`config.mk`:
```
export PLATFORM = sky130hd
export DESIGN_NAME = aib_sr_ms_link_fsm_flat
export DESIGN_NICKNAME = d
export VERILOG_FILES = /design/src/rtl/aib_sr_ms_link_fsm_if.sv /design/src/rtl/aib_sr_ms_link_fsm.sv /design/src/flat_wrapper.sv
export SDC_FILE = /design/constraint.sdc
export NUM_CORES = 1
export LEC_CHECK = 0
export ABC_AREA = 0
export CAP_MARGIN = 20
export CORE_MARGIN = 5
export CORE_UTILIZATION = 50
export DETAILED_ROUTE_END_ITERATION = 12
export MAX_ROUTING_LAYER = met4
export PLACE_DENSITY = 0.71
export SKIP_LAST_GASP = 1
export SLEW_MARGIN = 20
export SYNTH_ARGS = -nofsm -noshare
export SYNTH_HDL_FRONTEND = slang
export SYNTH_SLANG_ARGS = --single-unit
```
`constraint.sdc`:
```
create_clock -name osc_clk -period 2.5 [get_ports osc_clk]
set_input_delay 0.375 -clock osc_clk [delete_from_list [all_inputs] [get_ports osc_clk]]
set_output_delay 0.375 -clock osc_clk [all_outputs]
set_load 0.01 [all_outputs]
```
`src/rtl/aib_sr_ms_link_fsm_if.sv`:
```
// Handshake/status bundle between the master bring-up sequencer and its environment
// (shift-register master, slave capture flags, local DCC/DLL status).
interface aib_sr_ms_link_fsm_if;
  logic       start_cal;
  logic       tx_dcc_cal_done;
  logic       rx_dll_lock;
  logic       sl_osc_transfer_en;
  logic       sl_tx_transfer_en;
  logic       sl_rx_transfer_en;
  logic       ms_osc_transfer_en;
  logic       ms_tx_dcc_cal_start;
  logic       ms_tx_transfer_en;
  logic       ms_rx_dll_start;
  logic       ms_rx_transfer_en;
  logic       link_up;
  logic       cal_err;
  logic [2:0] fsm_state;

  // Sequencer side.
  modport master (
    input  start_cal, tx_dcc_cal_done, rx_dll_lock,
    input  sl_osc_transfer_en, sl_tx_transfer_en, sl_rx_transfer_en,
    output ms_osc_transfer_en, ms_tx_dcc_cal_start, ms_tx_transfer_en,
    output ms_rx_dll_start, ms_rx_transfer_en, link_up, cal_err, fsm_state
  );

  // Environment side.
  modport slave (
    output start_cal, tx_dcc_cal_done, rx_dll_lock,
    output sl_osc_transfer_en, sl_tx_transfer_en, sl_rx_transfer_en,
    input  ms_osc_transfer_en, ms_tx_dcc_cal_start, ms_tx_transfer_en,
    input  ms_rx_dll_start, ms_rx_transfer_en, link_up, cal_err, fsm_state
  );
endinterface

```
`src/rtl/aib_sr_ms_link_fsm.sv`:
```
// Master-side sideband link bring-up sequencer: OSC -> TX -> RX handshakes to link-up,
// with deglitched slave flags, a per-stage timeout and an error state.
module aib_sr_ms_link_fsm #(
  parameter int unsigned             STABLE_CNT = 8,
  parameter int unsigned             TIMEOUT_W  = 16,
  parameter logic [TIMEOUT_W-1:0]    TIMEOUT    = 16'd50000
) (
  input  logic                       osc_clk,
  input  logic                       osc_fsm_ms_rstn,
  aib_sr_ms_link_fsm_if.master       bus
);

  typedef enum logic [2:0] {
    StIdle   = 3'd0,
    StOsc    = 3'd1,
    StTxDcc  = 3'd2,
    StTxXfer = 3'd3,
    StRxDll  = 3'd4,
    StRxXfer = 3'd5,
    StLinkUp = 3'd6,
    StError  = 3'd7
  } state_e;

  localparam logic [7:0]           StableMax   = 8'(STABLE_CNT);
  localparam logic [TIMEOUT_W-1:0] TimeoutLast = TIMEOUT - TIMEOUT_W'(1);

  // Slave flag filters: index 0 = osc, 1 = tx, 2 = rx.
  logic [2:0] sl_raw;
  logic [2:0] sync1_q, sync_q;
  logic [7:0] cnt_q [3];
  logic [2:0] flt;

  assign sl_raw = {bus.sl_rx_transfer_en, bus.sl_tx_transfer_en, bus.sl_osc_transfer_en};

  always_ff @(posedge osc_clk) begin
    if (!osc_fsm_ms_rstn) begin
      sync1_q <= '0;
      sync_q  <= '0;
      for (int i = 0; i < 3; i++) cnt_q[i] <= '0;
    end else begin
      sync1_q <= sl_raw;
      sync_q  <= sync1_q;
      for (int i = 0; i < 3; i++) begin
        if (!sync_q[i])                cnt_q[i] <= '0;
        else if (cnt_q[i] != StableMax) cnt_q[i] <= cnt_q[i] + 8'd1;
      end
    end
  end

  always_comb begin
    flt = '0;
    for (int i = 0; i < 3; i++) flt[i] = (cnt_q[i] == StableMax);
  end

  state_e               state_q, state_d;
  logic [TIMEOUT_W-1:0] timer_q, timer_d;
  logic                 waiting, exit_ok;
  logic                 osc_en_q, dcc_start_q, tx_en_q, dll_start_q, rx_en_q;
  logic                 link_up_q, cal_err_q;

  always_comb begin
    state_d = state_q;
    waiting = 1'b0;
    exit_ok = 1'b0;
    unique case (state_q)
      StIdle:   if (bus.start_cal) state_d = StOsc;
      StOsc:    begin waiting = 1'b1; exit_ok = flt[0];              end
      StTxDcc:  begin waiting = 1'b1; exit_ok = bus.tx_dcc_cal_done; end
      StTxXfer: begin waiting = 1'b1; exit_ok = flt[1];              end
      StRxDll:  begin waiting = 1'b1; exit_ok = bus.rx_dll_lock;     end
      StRxXfer: begin waiting = 1'b1; exit_ok = flt[2];              end
      StLinkUp: if (!(&flt)) state_d = StError;
      StError:  state_d = StError;
      default:  state_d = StIdle;
    endcase
    // Exit beats the timeout when both land in the same cycle.
    if (waiting) begin
      if (exit_ok)                     state_d = state_e'(state_q + 3'd1);
      else if (timer_q == TimeoutLast) state_d = StError;
    end
    if (!bus.start_cal) state_d = StIdle;
  end

  always_comb begin
    timer_d = '0;
    if (waiting && state_d == state_q) begin
      timer_d = (timer_q == '1) ? timer_q : timer_q + TIMEOUT_W'(1);
    end
  end

  // Outputs decode the next state so they line up with fsm_state.
  always_ff @(posedge osc_clk) begin
    if (!osc_fsm_ms_rstn) begin
      state_q     <= StIdle;
      timer_q     <= '0;
      osc_en_q    <= 1'b0;
      dcc_start_q <= 1'b0;
      tx_en_q     <= 1'b0;
      dll_start_q <= 1'b0;
      rx_en_q     <= 1'b0;
      link_up_q   <= 1'b0;
      cal_err_q   <= 1'b0;
    end else begin
      state_q     <= state_d;
      timer_q     <= timer_d;
      osc_en_q    <= (state_d >= StOsc)    && (state_d <= StLinkUp);
      dcc_start_q <= (state_d >= StTxDcc)  && (state_d <= StLinkUp);
      tx_en_q     <= (state_d >= StTxXfer) && (state_d <= StLinkUp);
      dll_start_q <= (state_d >= StRxDll)  && (state_d <= StLinkUp);
      rx_en_q     <= (state_d >= StRxXfer) && (state_d <= StLinkUp);
      link_up_q   <= (state_d == StLinkUp);
      cal_err_q   <= (state_d == StError);
    end
  end

  assign bus.ms_osc_transfer_en  = osc_en_q;
  assign bus.ms_tx_dcc_cal_start = dcc_start_q;
  assign bus.ms_tx_transfer_en   = tx_en_q;
  assign bus.ms_rx_dll_start     = dll_start_q;
  assign bus.ms_rx_transfer_en   = rx_en_q;
  assign bus.link_up             = link_up_q;
  assign bus.cal_err             = cal_err_q;
  assign bus.fsm_state           = state_q;

endmodule

```
`src/flat_wrapper.sv`:
```
// flat-port wrapper written by rule: the top's interface ports become plain ports
module aib_sr_ms_link_fsm_flat 
#(
  parameter int unsigned             STABLE_CNT = 8,
  parameter int unsigned             TIMEOUT_W  = 16,
  parameter logic [TIMEOUT_W-1:0]    TIMEOUT    = 16'd50000
)
  (osc_clk, osc_fsm_ms_rstn, bus_start_cal, bus_tx_dcc_cal_done, bus_rx_dll_lock, bus_sl_osc_transfer_en, bus_sl_tx_transfer_en, bus_sl_rx_transfer_en, bus_ms_osc_transfer_en, bus_ms_tx_dcc_cal_start, bus_ms_tx_transfer_en, bus_ms_rx_dll_start, bus_ms_rx_transfer_en, bus_link_up, bus_cal_err, bus_fsm_state);
  aib_sr_ms_link_fsm_if bus_i ();
  input  logic osc_clk;
  input  logic osc_fsm_ms_rstn;
  input wire logic [$bits(bus_i.start_cal)-1:0] bus_start_cal;
  input wire logic [$bits(bus_i.tx_dcc_cal_done)-1:0] bus_tx_dcc_cal_done;
  input wire logic [$bits(bus_i.rx_dll_lock)-1:0] bus_rx_dll_lock;
  input wire logic [$bits(bus_i.sl_osc_transfer_en)-1:0] bus_sl_osc_transfer_en;
  input wire logic [$bits(bus_i.sl_tx_transfer_en)-1:0] bus_sl_tx_transfer_en;
  input wire logic [$bits(bus_i.sl_rx_transfer_en)-1:0] bus_sl_rx_transfer_en;
  output wire logic [$bits(bus_i.ms_osc_transfer_en)-1:0] bus_ms_osc_transfer_en;
  output wire logic [$bits(bus_i.ms_tx_dcc_cal_start)-1:0] bus_ms_tx_dcc_cal_start;
  output wire logic [$bits(bus_i.ms_tx_transfer_en)-1:0] bus_ms_tx_transfer_en;
  output wire logic [$bits(bus_i.ms_rx_dll_start)-1:0] bus_ms_rx_dll_start;
  output wire logic [$bits(bus_i.ms_rx_transfer_en)-1:0] bus_ms_rx_transfer_en;
  output wire logic [$bits(bus_i.link_up)-1:0] bus_link_up;
  output wire logic [$bits(bus_i.cal_err)-1:0] bus_cal_err;
  output wire logic [$bits(bus_i.fsm_state)-1:0] bus_fsm_state;
  assign bus_i.start_cal = bus_start_cal;
  assign bus_i.tx_dcc_cal_done = bus_tx_dcc_cal_done;
  assign bus_i.rx_dll_lock = bus_rx_dll_lock;
  assign bus_i.sl_osc_transfer_en = bus_sl_osc_transfer_en;
  assign bus_i.sl_tx_transfer_en = bus_sl_tx_transfer_en;
  assign bus_i.sl_rx_transfer_en = bus_sl_rx_transfer_en;
  assign bus_ms_osc_transfer_en = bus_i.ms_osc_transfer_en;
  assign bus_ms_tx_dcc_cal_start = bus_i.ms_tx_dcc_cal_start;
  assign bus_ms_tx_transfer_en = bus_i.ms_tx_transfer_en;
  assign bus_ms_rx_dll_start = bus_i.ms_rx_dll_start;
  assign bus_ms_rx_transfer_en = bus_i.ms_rx_transfer_en;
  assign bus_link_up = bus_i.link_up;
  assign bus_cal_err = bus_i.cal_err;
  assign bus_fsm_state = bus_i.fsm_state;
  aib_sr_ms_link_fsm #(.STABLE_CNT(STABLE_CNT), .TIMEOUT_W(TIMEOUT_W), .TIMEOUT(TIMEOUT)) u_core (.osc_clk(osc_clk), .osc_fsm_ms_rstn(osc_fsm_ms_rstn), .bus(bus_i));
endmodule
```
=== Word level (Yosys, flattened, before mapping) ===
Memories as Yosys holds them, arrays and structs flattened.
Cells that the tools add are included.

* Mux-type cells: 36
* Order comparisons: 6
* Add/subtract/negate cells: 5
* Reduce and logical (&&, ||, !) cells: 10
* Bitwise operators: 6
* Eq/ne operators: 18

{| class="wikitable"
|+ Operators by type and width
! operator !! number
|-
| $mux W8 || 6
|-
| $eq A16 B16 Y1 const B || 2
|-
| $add A8 B1 Y8 const B || 3
|-
| $eq A8 B4 Y1 const B || 3
|-
| $ne A8 B4 Y1 const B || 3
|-
| $mux W1 || 23
|-
| $eq A3 B3 Y1 const B || 6
|-
| $add A16 B1 Y16 const B || 1
|-
| $mux W3 || 5
|-
| $pmux W3 S3 || 1
|-
| $eq A3 B2 Y1 const B || 2
|-
| $ge A3 B2 Y1 const B || 2
|-
| $ge A3 B3 Y1 const B || 2
|-
| $logic_and A1 B1 Y1 || 6
|-
| $or A1 B1 Y1 || 6
|-
| $pmux W1 S5 || 1
|-
| $reduce_or A5 Y1 || 1
|-
| $add A3 B1 Y3 const B || 1
|-
| $eq A3 B1 Y1 const B || 1
|-
| $eq A3 B3 Y1 || 1
|-
| $ge A3 B1 Y1 const B || 1
|-
| $le A3 B3 Y1 const B || 1
|-
| $logic_not A3 Y1 || 1
|-
| $reduce_and A3 Y1 || 1
|-
| $reduce_and A2 Y1 || 1
|}

* Memory bits (writable): 24
* Word-level logic and storage cells: 93
* Register bits: 32
* Input bits: 8
* Memories kept: 1
* Output and inout bits: 10

{| class="wikitable"
|+ Memories
! memory !! depth !! bits a word !! rd ports !! clocked after Yosys merged registers in !! wr ports !! RTL line !! source
|-
| u_core.cnt_q || 3 || 8 || 3 || 0 || 3 || aib_sr_ms_link_fsm.sv:30 || <nowiki>logic [7:0] cnt_q [3];</nowiki>
|}

=== Depth between registers and ports, before layout ===
Gate-level depths: netlist (run 1).

* Depth in word-level cells: 11
* Gate-level depth with buffers: 11
* Depth with buffers taken out: 9

=== Least setup slack after synthesis (run 1) ===
OpenSTA, ideal clock, no wires.

* Path kind: register to register
* Start point: memory u_core.cnt_q[0][4]
* End point: register u_core.timer_q[0]
* Library setup time: 0.123 ns
* Arrival: 2.230 ns
* Path slack: 0.147 ns
* Cell stages (with the launch flop): 9
* Buffers on the path: 1
* Required time: 2.377 ns
* Period minus slack after synthesis: 2.353 ns
* Path through: edfxtp_1 > or4_4 > nor4_4 > o21ai_2 > and2_4 > o221a_4 > xnor2_4 > buf_8 > nor3_2

{| class="wikitable"
|+ RTL lines
! what !! RTL line !! source
|-
| start: declaration || aib_sr_ms_link_fsm.sv:30 ||
|-
| end signal: assignment || aib_sr_ms_link_fsm.sv:105 || <nowiki>timer_q <= timer_d;</nowiki>
|-
| end: declaration || aib_sr_ms_link_fsm.sv:56 || <nowiki>logic [TIMEOUT_W-1:0] timer_q, timer_d;</nowiki>
|}

==> impl_metrics.json, run 1 <==
{
  "status": "finished, final reports clean",
  "critPathMaxFanout": 10,
  "vias_per_cell": 5.351,
  "grt_antenna_before_repair": 0,
  "placement.setup.worst_slack_ns": 0.08360,
  "postRouteAntennaNets": 0,
  "synthesis.nets": 320,
  "place_congestion": 0.8880,
  "max-cap-violations": 0,
  "timing.critical_path.cells": "or4_4 -> nor3_2 -> and3_4 -> o21ai_4 -> o221a_4 -> xnor2_4 -> buf_12 -> nor3_2",
  "cp_data_required_time_ns": 2.73,
  "setup.worst_path.start_class": "flop",
  "synth-main-ff-cell": "dfxtp_1",
  "switching_share_pct": 19.63,
  "synth_edf_count": 24,
  "cts_hold_buf": 0,
  "drc": 0,
  "power.share.clock_pct": 37.0,
  "worst_r2r_path_depth": 8,
  "worst-slew-pin-transition_ns": 0.4093,
  "clkSlewWorstSetupHoldPaths_ns": 0.10,
  "cpLargestDelayFamily": "simple AND/OR/NAND/NOR gates",
  "vias_after_detailed_routing": 2210,
  "drt_iter0_markers": 120,
  "power.share.sequential_pct": 58.8,
  "setup_viol": 0,
  "ys_warn_count": 0,
  "grt_start_max_net_pins": 17,
  "cts_root_buf": "clkbuf_8",
  "maxSlewHeadroom_pct": 72.64,
  "period_needed_ns": 2.362,
  "num_io_pins": 18,
  "areaGrowthSynthToFinish_pct": 18.00,
  "tns_ns": 0,
  "dieHeight_um": 87.77,
  "max_clock_freq_mhz": 423.3,
  "critical_path.max_stage_delay_ns": 0.57,
  "drt-wirelength-per-cell_um": 13.39,
  "hold_viol_final": 0,
  "powerDensity_mw_per_mm2": 456.8,
  "dieArea_mm2": 0.007704,
  "global_route_wire_length_before_repair_um": 9535,
  "post_route_cells_drive_above_1_share_pct": 17.75,
  "worst_r2r_endpoint": "u_core.timer_q[5]",
  "yosysUniqueCellTypes": 54,
  "syn_inst": 299,
  "io_port_bufs": 17,
  "end_kind": "flop",
  "critPathLaunch": "u_core.cnt_q[0][5]",
  "r2r_slack_ns": 0.14,
  "clockBufferDepth": 2,
  "hold_path_startpoint": "u_core.sync1_q[0]",
  "skew_ns": 0.005970,
  "critical_path_class": "reg -> reg",
  "peakVddDrop_mv": 0.3743,
  "num_antenna_cells": 0,
  "drtPass1Iterations": 4,
  "power_leakage_nw": 1.298,
  "yosysSeqAreaShare_pct": 45.01,
  "number_of_max_slew_violations_in_the_final_report": 0,
  "worst_r2r_startpoint": "u_core.cnt_q[0][5]",
  "overall_global_routing_resource_usage_pct": 16.01,
  "path_common_cell": "nor3_2",
  "cell_internal_pwr_mw": 1.310,
  "detailedPlacementHpwl_um": 4059,
  "wirelength_um": 5531,
  "hold_path.class": "reg -> reg",
  "starting_density_pct": 51.38,
  "cts_made_buffers": 5,
  "core_mm2": 0.005886,
  "worstPathBufferInverterCount": 1,
  "timing.hold.worst_endpoint": "u_core.sync_q[0]",
  "worstPathArrival_ns": 2.59,
  "comb_power_share_pct": 4.2,
  "crit_cells": 8,
  "tritoncts_clock_tree": "built",
  "number_of_nets_in_the_layout": 358,
  "p_total_mw": 1.630,
  "synth_area_mm2": 0.003024,
  "slowest_stage": "or4_4",
  "syn-mean-instance-area_um2": 10.11,
  "die_x_um": 87.77,
  "synth-seq-cells": 56,
  "final.setup.worst_slack_ns": 0.1377,
  "std_cell_rows": 28,
  "cts_sinks": 56,
  "share_of_flip_flops_with_an_asynchronous_set_or_reset_after_synthesis_pct": 0,
  "global_route_congestion_overflow_total": 0,
  "power_switching_mw": 0.3200,
  "first_global_vias": 2021,
  "count_of_cells_along_the_worst_hold_path": 1,
  "clk_latency_ns": 0.30,
  "cts.htree.levels": 2,
  "timing.final.crit_share_pct": 94.49
}
-- sequential cells by signal (all words and copies together), names as in the netlist --
name / flops
u_core.bus.cal_err: 1
u_core.bus.fsm_state: 3
u_core.bus.link_up: 1
u_core.bus.ms_osc_transfer_en: 1
u_core.bus.ms_rx_dll_start: 1
u_core.bus.ms_rx_transfer_en: 1
u_core.bus.ms_tx_dcc_cal_start: 1
u_core.bus.ms_tx_transfer_en: 1
u_core.cnt_q: 24
u_core.sync1_q: 3
u_core.sync_q: 3
u_core.timer_q: 16
-- layout make-up --
| type | instances | area (um^2) |
|---|---|---|
| clock inverters | 2 | 33.78 |
| repair buffers | 38 | 352.8 |
| flip-flops and latches | 56 | 1363 |
| multi-input cells | 218 | 1575 |
| inverters | 18 | 67.56 |
| fillers | 506 | 2317 |
| clock buffers | 6 | 82.58 |
| well taps | 75 | 93.84 |
-- logic make-up after synthesis --
family / count (synthesis) / synth area share (%)
flops: 56 / 45.01
compound gates: 31 / 8.895
mux: 2 / 0.6620
buf+inv: 25 / 3.599
xor+xnor: 31 / 9.599
fa+ha+maj: 13 / 5.379
simple gates: 141 / 26.85
-- routing by layer --
layer | GRT usage (%) | share of wire, % | vias to the layer above
met3 | 2.540 | 3.6 | 4
met2 | 22.60 | 43 | 32
met1 | 23.56 | 52 | 1036
met4 | 4.603 | 0.99 | 0
li1 | - | - | 1138
met5 | - | 0 | -
-- Yosys cell counts (6+ instances only) --
library cell | number | area (um^2)
xor2_1 | 17 | 148.9
and2_1 | 7 | 43.79
nand3_1 | 28 | 140.1
ha_1 | 13 | 162.7
nand2_1 | 16 | 60.06
inv_1 | 18 | 67.56
nor3_2 | 11 | 110.1
nor2_1 | 38 | 142.6
and3_1 | 9 | 56.30
nor3_1 | 6 | 30.03
xnor2_1 | 13 | 113.9
dfxtp_1 | 32 | 640.6
edfxtp_1 | 24 | 720.7
-- cells in the final DEF (no fill, tap or decap), types with 4 or more instances in the layout --
| cell type | count |
|---|---|
| nor2_1 | 38 |
| dfxtp_1 | 31 |
| nand3_1 | 28 |
| edfxtp_1 | 24 |
| buf_4 | 19 |
| inv_1 | 18 |
| xor2_1 | 17 |
| clkdlybuf4s50_1 | 17 |
| nand2_1 | 16 |
| nor3_2 | 13 |
| xnor2_1 | 13 |
| ha_1 | 13 |
| and3_1 | 8 |
| and2_1 | 7 |
| clkbuf_8 | 6 |
| a21oi_1 | 5 |
| nand3b_1 | 4 |
| nor3_1 | 4 |
| o21ai_0 | 4 |
-- metrics by stage --
stage                     util, %  area [um^2]  hold WS [ns]  std cells
after detailed placement    57.89         3407        0.4194        402
after CTS                   59.86         3523        0.4441        410
after global placement      57.89         3407        0.4158        402
after floorplan                 -         3024        0.4119        299
final                       60.63         3568        0.4402        413
after global routing        60.63         3568        0.4594        413
-- power groups by stage --
stage          clock network (mW)  registers [mW]  logic (mW)
2_1_floorplan                   0           0.980      0.0368
3_3_place_gp                    0           0.979      0.0676
3_5_place_dp                    0           0.979      0.0688
4_1_cts                     0.624           0.958      0.0691
5_1_grt                     0.661           0.960      0.0759
6_report                    0.603           0.958      0.0689
-- worst max path at each step --
| stage | endpoint | slack [ns] |
|---|---|---|
| after global placement | u_core.timer_q[15] | 0.14 |
| final | u_core.timer_q[5] | 0.14 |
| after floorplan | u_core.timer_q[0] | 0.15 |
| after CTS | u_core.timer_q[5] | 0.05 |
| after detailed placement | u_core.timer_q[5] | 0.08 |
| after global routing | u_core.timer_q[5] | -0.001 |
-- repair_timing --
action                     in CTS  in global routing
resized for setup               0                  5
setup buffers                   0                  3
setup endpoints to repair       0                 16
Note: power is estimated with default switching activity, not from simulation.
==> inputs of run 2 (changes only) <==
ABC_CLOCK_PERIOD_IN_PS = 2500   (was not set)
MAX_ROUTING_LAYER = not set   (was met4)
==> run 2 against run 1 <==
  * Via count down 0.50%
  * Worst hold slack about the same
  * First-iteration DRC count up 8.3%
  * Critical path type unchanged
  * Final cell count unchanged
==> impl_metrics.json, run 2 (same netlist as run 1, synthesis figures left out) <==
{
  "grt_antenna_before_repair": 0,
  "stdcell_area_mm2": 0.003568,
  "numPlacedInstances": 402,
  "comb_power_share_pct": 4.2,
  "powerDensity_mw_per_mm2": 456.8,
  "largest_register": "u_core.cnt_q",
  "overall_global_routing_resource_usage_pct": 15.56,
  "worstPathBufferInverterCount": 1,
  "hold_viol_final": 0,
  "p_total_mw": 1.630,
  "tritoncts_clock_tree": "built",
  "cts.htree.levels": 2,
  "clkSlewWorstSetupHoldPaths_ns": 0.10,
  "starting_density_pct": 51.38,
  "power_leakage_nw": 1.298,
  "place_congestion": 0.8737,
  "slowest_stage": "or4_4",
  "num_antenna_cells": 0,
  "peakVddDrop_mv": 0.3739,
  "number_of_max_slew_violations_in_the_final_report": 0,
  "end_kind": "flop",
  "vias_per_cell": 5.324,
  "power_switching_mw": 0.3202,
  "largest_register_ff_count": 24,
  "cts_sinks": 56,
  "timing.final.crit_share_pct": 94.46,
  "die_x_um": 87.77,
  "global_route_wire_length_before_repair_um": 9535,
  "period_needed_ns": 2.362,
  "vias_after_detailed_routing": 2199,
  "path_common_cell": "nor3_2",
  "wirelength_um": 5530,
  "dieHeight_um": 87.77,
  "drt_iter0_markers": 130,
  "r2r_slack_ns": 0.14,
  "postRouteAntennaNets": 0,
  "power.share.clock_pct": 37.0,
  "largestRegisters": "u_core.cnt_q x24, u_core.timer_q x16",
  "number_of_nets_in_the_layout": 358,
  "core_mm2": 0.005886,
  "drc": 0,
  "most_common_library_cell_in_the_layout_ignoring_fill_and_taps": "nor2_1",
  "setup.worst_path.start_class": "flop",
  "switching_share_pct": 19.64,
  "critPathMaxFanout": 10,
  "global_route_congestion_overflow_total": 0,
  "std_cell_rows": 28,
  "clk_latency_ns": 0.30,
  "max_clock_freq_mhz": 423.5,
  "drtPass1Iterations": 4,
  "final_cells": 413,
  "timing.critical_path.cells": "or4_4 -> nor3_2 -> and3_4 -> o21ai_4 -> o221a_4 -> xnor2_4 -> buf_12 -> nor3_2",
  "num_io_pins": 18,
  "first_global_vias": 2020,
  "dieArea_mm2": 0.007704,
  "layout.cells.most_common_list": "38 x nor2_1, 31 x dfxtp_1, 28 x nand3_1",
  "clockBufferDepth": 2,
  "critical_path_class": "reg -> reg",
  "worstPathArrival_ns": 2.59,
  "critical_path.max_stage_delay_ns": 0.57,
  "cts_root_buf": "clkbuf_8",
  "setup_viol": 0,
  "post_route_cells_drive_above_1_share_pct": 17.75,
  "maxSlewHeadroom_pct": 72.64,
  "drt-wirelength-per-cell_um": 13.39,
  "areaGrowthSynthToFinish_pct": 18.00,
  "status": "finished, final reports clean",
  "tns_ns": 0,
  "cpLargestDelayFamily": "simple AND/OR/NAND/NOR gates",
  "placed_area_mm2": 0.003407,
  "cell_internal_pwr_mw": 1.310,
  "placement.setup.worst_slack_ns": 0.08360,
  "max-cap-violations": 0,
  "skew_ns": 0.006345,
  "power.share.sequential_pct": 58.8,
  "grt_start_max_net_pins": 17,
  "detailedPlacementHpwl_um": 4059,
  "io_port_bufs": 17,
  "cts_made_buffers": 5,
  "worst-slew-pin-transition_ns": 0.4093,
  "hold_path.class": "reg -> reg",
  "final.setup.worst_slack_ns": 0.1385,
  "cp_data_required_time_ns": 2.73
}
## run 2: stage by stage
| step | hold slack, ns | utilization [%] |
|---|---|---|
| 6_report | 0.4402 | 60.63 |
| 5_1_grt | 0.4594 | 60.63 |
| 4_1_cts | 0.4441 | 59.86 |
| 3_5_place_dp | 0.4194 | 57.89 |
| 3_3_place_gp | 0.4158 | 57.89 |
| 2_1_floorplan | 0.4119 | - |
## run 2: area by class of cell
type | count | area, um^2
clock buffer | 6 | 82.58
inverter | 18 | 67.56
tap | 75 | 93.84
clock inverter | 2 | 33.78
fill | 506 | 2317
timing repair buffer | 38 | 352.8
multi-input combinational | 218 | 1575
sequential | 56 | 1363
## run 2: timing repair
item | in CTS | in global routing
endpoints found under the setup margin | 0 | 16
hold buffers | 0 | 0
resized for setup | 0 | 5
setup buffers | 0 | 3
## run 2: power groups by stage
stage	logic [mW]	registers, mW	clock network (mW)
after floorplan	0.0368	0.980	0
after global placement	0.0676	0.979	0
after detailed placement	0.0688	0.979	0
after CTS	0.0691	0.958	0.624
after global routing	0.0759	0.960	0.661
final	0.0689	0.958	0.603
## run 2: final timing paths
kind	startpoint	cells after the start	to
hold / removal	u_core.sync1_q[0]	1	u_core.sync_q[0]
hold reg to reg	u_core.sync1_q[0]	1	u_core.sync_q[0]
setup / recovery	u_core.cnt_q[0][5]	8	u_core.timer_q[5]
setup reg to reg	u_core.cnt_q[0][5]	8	u_core.timer_q[5]
## run 2: routing by layer
metal	vias up	part of all wire, %	track usage (%)
met5	-	0	0
met4	0	1.2	4.603
met3	5	3.9	2.728
met2	33	42	22.53
met1	1024	52	23.62
li1	1137	-	-
==> patch 1, RTL diff (flow settings as in run 1) <==
`TIMEOUT_W` is set to 16 in 2 places; all go to 24.
--- a/src/rtl/aib_sr_ms_link_fsm.sv
+++ b/src/rtl/aib_sr_ms_link_fsm.sv
@@ -4,3 +4,3 @@
   parameter int unsigned             STABLE_CNT = 8,
-  parameter int unsigned             TIMEOUT_W  = 16,
+  parameter int unsigned             TIMEOUT_W  = 24,
   parameter logic [TIMEOUT_W-1:0]    TIMEOUT    = 16'd50000
--- a/src/flat_wrapper.sv
+++ b/src/flat_wrapper.sv
@@ -4,3 +4,3 @@
   parameter int unsigned             STABLE_CNT = 8,
-  parameter int unsigned             TIMEOUT_W  = 16,
+  parameter int unsigned             TIMEOUT_W  = 24,
   parameter logic [TIMEOUT_W-1:0]    TIMEOUT    = 16'd50000
Behaviour: no difference found for any inputs over 10 cycles, from zero or initial values and one cycle with osc_fsm_ms_rstn low; that may be too few to reach the edited logic, so the function may still have changed.
==> patch 1 against run 1 <==
The run now ends with setup timing left; sequential cell count rose by 8; via count is 26% higher; global-route usage up 2.8 points; setup slack worse by 230 ps; synthesized area grew 15%; sequential share of layout area fell by 4.7 points; highest routed layer unchanged; total power is 26% higher; critical endpoint is now u_core.timer_q[4]$_SDFFE_PN0P_; wire length is 36% higher; cell area increased by 28%.
==> patch 1: results (changes against run 1) <==
Synth
  • Synth Area in XOR/XNOR: 9.56% (-0.037 points)
  • Post-synth top cells: nor2_1 (43), dfxtp_1 (40), nand3_1 (29)
  • Synthesized instance count: 348 (+16%)
  • Area contributors post-synth: dfxtp_1 (23%), edfxtp_1 (21%), nor3_2 (5.8%)
  • Compound-cell area share of the yosys netlist: 8.55% (-0.34 points)
  • Post-Syn Nets: 369 (+15%)
  • Adder-Cell Fraction of Synth Area: 4.67% (-0.71 points)
  • Post-synthesis sequential area ratio: 43.7% (-1.3 points)
  • Mux contribution to synthesized area: 0.575% (-0.087 points)

Timing
  • Fin worst setup slack: -91.9 ps (-230 ps)
  • Least-Margin Pin Slew: 570 ps (+161 ps)
  • Final Skew: 14.8 ps (+8.85 ps)
  • Final setup fails: 25 (+25)

Place
  • Dpl cells: 503 (+25%)
  • Pre-CTS setup slack: -161 ps (-245 ps)
  • DP HPWL: 5330 um (+31%)

Finish
  • Largest regs: u_core.cnt_q: 24 flops, u_core.timer_q: 24 flops
  • Fillers: 521 (+3.0%)
  • Final std cells w/o fill: 531 (+29%)
  • # nets final: 451 (+26%)

Clocking
  • Skew-Pair Late Insertion Delay: 340 ps (+40 ps)
  • Htree depth: 3 (+1)
  • Post_cts resized: 15 (+15)
  • Root Driver: clkbuf_8
  • Clock transition at path regs: 80 ps (-20 ps)
  • CTS Buf Count: 9 (+4)
  • Postcts setup bufs: 7 (+7)

Worst setup path
  • Crit path DAT: 2830 ps (+240 ps)
  • CP max FO: 4 (-6)
  • CP startpoint kind: flip-flop
  • CP top delay family: simple AND/OR/NAND/NOR gates
  • Reg2reg start: u_core.cnt_q[1][4]$_SDFFCE_PN0P_

Pwr
  • Pleak: 0.00166 uW (+28%)
  • Worst VDD drop: 0.338 mV (-9.6%)

Global routing
  • Met2 Use GR: 29.1% (+6.5 points)
  • Largest net degree at the start of global routing: 15 (-2)
  • First-pass GRT wire length: 12600 um (+32%)
  • GRT met3 Usage: 3.54% (+1.0 points)

Outcome
  • Violated checks: setup timing
  • Status: finished, violations left

Min path
  • Hold path endpoint: u_core.sync_q[1]$_SDFF_PN0_

Route
  • DR vias: 2786 (+26%)
  • Iteration-0 DRC Markers: 119 (-0.83%)
-- patch 1: through the flow --
step / util (%) / power (uW) / hold WS, ps / cell area, sq um / setup TNS (ps)
final: 67.3 / 2050 / 439 / 4570 / -1030
after detailed placement: 60.8 / 1190 / 424 / 4130 / -3670
after CTS: 65.8 / 2050 / 442 / 4470 / -1170
after global placement: 60.8 / 1190 / 426 / 4130 / -2190
after global routing: 67.3 / 2130 / 466 / 4570 / -3430
after floorplan: - / 1150 / 412 / 3500 / 0
-- patch 1: metal layers --
| layer | part of all wire, % | wire length, um | vias to the layer above |
|---|---|---|---|
| met3 | 3.0 | 230 | 10 |
| met5 | 0 | 0 | - |
| met4 | 1.5 | 110 | 0 |
| met1 | 48 | 3600 | 1326 |
| met2 | 48 | 3610 | 45 |
| li1 | - | - | 1405 |
-- patch 1: power by group through the flow --
stage | combinational [uW] | clock, uW | sequential [uW]
6_report | 98.2 | 866 | 1080
5_1_grt | 106 | 936 | 1080
4_1_cts | 88.9 | 873 | 1080
3_5_place_dp | 84.8 | 0 | 1110
3_3_place_gp | 83.8 | 0 | 1110
2_1_floorplan | 41.7 | 0 | 1110
-- patch 1: area by class of cell --
cell class	count	area (sq um)	share of cell area, %
multi-input cells	253	1900	41.6
flip-flops and latches	64	1530	33.5
repair buffers	80	746	16.3
clock buffers	11	131	2.88
well taps	96	120	2.63
inverters	22	82.6	1.81
clock inverters	5	58.8	1.29
-- patch 1: logic make-up (layout without fill, tap and decap cells) --
| family | after synthesis | after routing |
|---|---|---|
| AO/OA/AOI/OAI | 30 | 30 |
| adder cells (fa/ha/maj) | 13 | 13 |
| flip-flops | 64 | 64 |
| multiplexers | 2 | 2 |
| AND/OR/NAND/NOR | 170 | 170 |
| XOR/XNOR | 38 | 38 |
| buffers and inverters | 31 | 118 |
==> patch 2, RTL diff (flow settings as in run 1) <==
Made on the original files. Make the reset (`osc_fsm_ms_rstn`) asynchronous in 2 clocked blocks.
--- a/src/rtl/aib_sr_ms_link_fsm.sv
+++ b/src/rtl/aib_sr_ms_link_fsm.sv
@@ -34,3 +34,3 @@
 
-  always_ff @(posedge osc_clk) begin
+  always_ff @(posedge osc_clk or negedge osc_fsm_ms_rstn) begin
     if (!osc_fsm_ms_rstn) begin
@@ -91,3 +91,3 @@
   // Outputs decode the next state so they line up with fsm_state.
-  always_ff @(posedge osc_clk) begin
+  always_ff @(posedge osc_clk or negedge osc_fsm_ms_rstn) begin
     if (!osc_fsm_ms_rstn) begin
Check against the original RTL: differs if osc_fsm_ms_rstn is asserted again (counterexample within 4 cycles, from zero or initial values and one cycle with osc_fsm_ms_rstn low); with osc_fsm_ms_rstn held inactive, the same outputs for 10 cycles.
==> patch 2 against run 1 <==
The run now ends with setup timing left; via count shrank 1.4%; cell area rose by 12%; count of clock-buffer cells in the layout shrank 1; sequential cell count is the same; setup slack lost 150 ps; global-route usage rose by 1.6 points; worst hold slack got worse by 86 ps; wire length grew 12%; synthesized area grew 4.3%.
Power is not compared: it rests on default switching activity, and its combinational part moved more than twofold at a synthesized area within 25%.
==> patch 2: results (changes against run 1) <==
Worst setup path
  • Crit path DAT: 2720 ps (+130 ps)
  • Crit path launch: u_core.bus.fsm_state[0]$_DFF_PN0_
  • CP max FO: 6 (-4)
  • CP top delay family: compound AO/OA/AOI/OAI gates
  • Worst path max stage delay: 430 ps (-140 ps)

Min path
  • Worst Hold Launch: u_core.sync1_q[0]$_DFF_PN0_

Finish
  • Share of cells above drive strength 1: 32.9% (+15 points)
  • Final std cells w/o fill: 405 (-1.9%)
  • # nets final: 349 (-2.5%)

Global routing
  • GR Util All Layers: 17.6% (+1.6 points)
  • Largest net degree at the start of global routing: 21 (+4)
  • First-pass GRT wire length: 10600 um (+11%)
  • GRT met3 Usage: 3.04% (+0.50 points)

Synth
  • Top-area cell type share of the netlist area: 44.4% (+21 points)
  • Synthesized instance count: 277 (-7.4%)
  • Post-Syn Nets: 299 (-6.6%)
  • Post-synth top cells: dfrtp_1 (56), and2_1 (23), nand3_1 (22)
  • Cell variety after synth: 59 (+9.3%)

Outcome
  • Status: finished, violations left
  • Violated checks: setup timing

Route
  • Iteration-0 DRC Markers: 116 (-3.3%)
  • Wire length per cell: 15.3 um (+14%)
  • DR vias: 2179 (-1.4%)

Timing
  • Fin worst setup slack: -12.1 ps (-150 ps)
  • Final setup fails: 6 (+6)
  • TNS Setup: -53.1 ps (-53.1 ps)
  • Final Skew: 10.2 ps (+4.27 ps)

Place
  • Dpl cells: 386 (-4.0%)

Clocking
  • Post_cts resized: 25 (+25)
-- patch 2: changes by cell type in the layout (fill, tap and decap cells not counted), sizes merged, moves of 6 or more --
| cell | run 1 | this run |
|---|---|---|
| dfrtp | 0 | 56 |
| inv | 18 | 11 |
| buf | 21 | 30 |
| and2 | 8 | 23 |
| nand2 | 16 | 10 |
| edfxtp | 24 | 0 |
| nor2 | 39 | 11 |
| dfxtp | 32 | 0 |
-- patch 2: final timing paths --
kind	end	slack, ps	depth (start not counted)
setup / recovery	u_core.timer_q[15]$_DFFE_PN0P_	-10	10
hold / removal	u_core.sync_q[0]$_DFF_PN0_	350	0
setup reg to reg	u_core.timer_q[15]$_DFFE_PN0P_	-10	10
hold reg to reg	u_core.sync_q[0]$_DFF_PN0_	350	0
max in group asynchronous	u_core.bus.fsm_state[1]$_DFF_PN0_	1370	3
min in group asynchronous	u_core.bus.ms_rx_dll_start$_DFF_PN0_	510	2
-- patch 2: through the flow --
step | utilization [%] | hold slack [ps]
2_1_floorplan | - | 79.4
3_3_place_gp | 56.8 | 322
3_5_place_dp | 56.8 | 324
4_1_cts | 61.5 | 363
5_1_grt | 64.1 | 365
6_report | 64.1 | 355
-- patch 2: final cells by class --
type	count	area [sq um]
inverter	11	43.8
clock inverter	3	23.8
fill	494	2240
timing repair buffer	48	463
sequential	56	1410
clock buffer	5	68.8
tap	77	96.3
multi-input combinational	205	1900
-- patch 2: kinds of logic (layout without fill, tap and decap cells) --
group	Yosys count	count (layout)	share of synthesized area, %
mux	5	5	1.98
flops	56	56	44.4
buf+inv	16	67	2.86
simple gates	126	126	27.6
fa+ha+maj	14	14	5.55
compound gates	27	27	7.81
xor+xnor	33	33	9.76
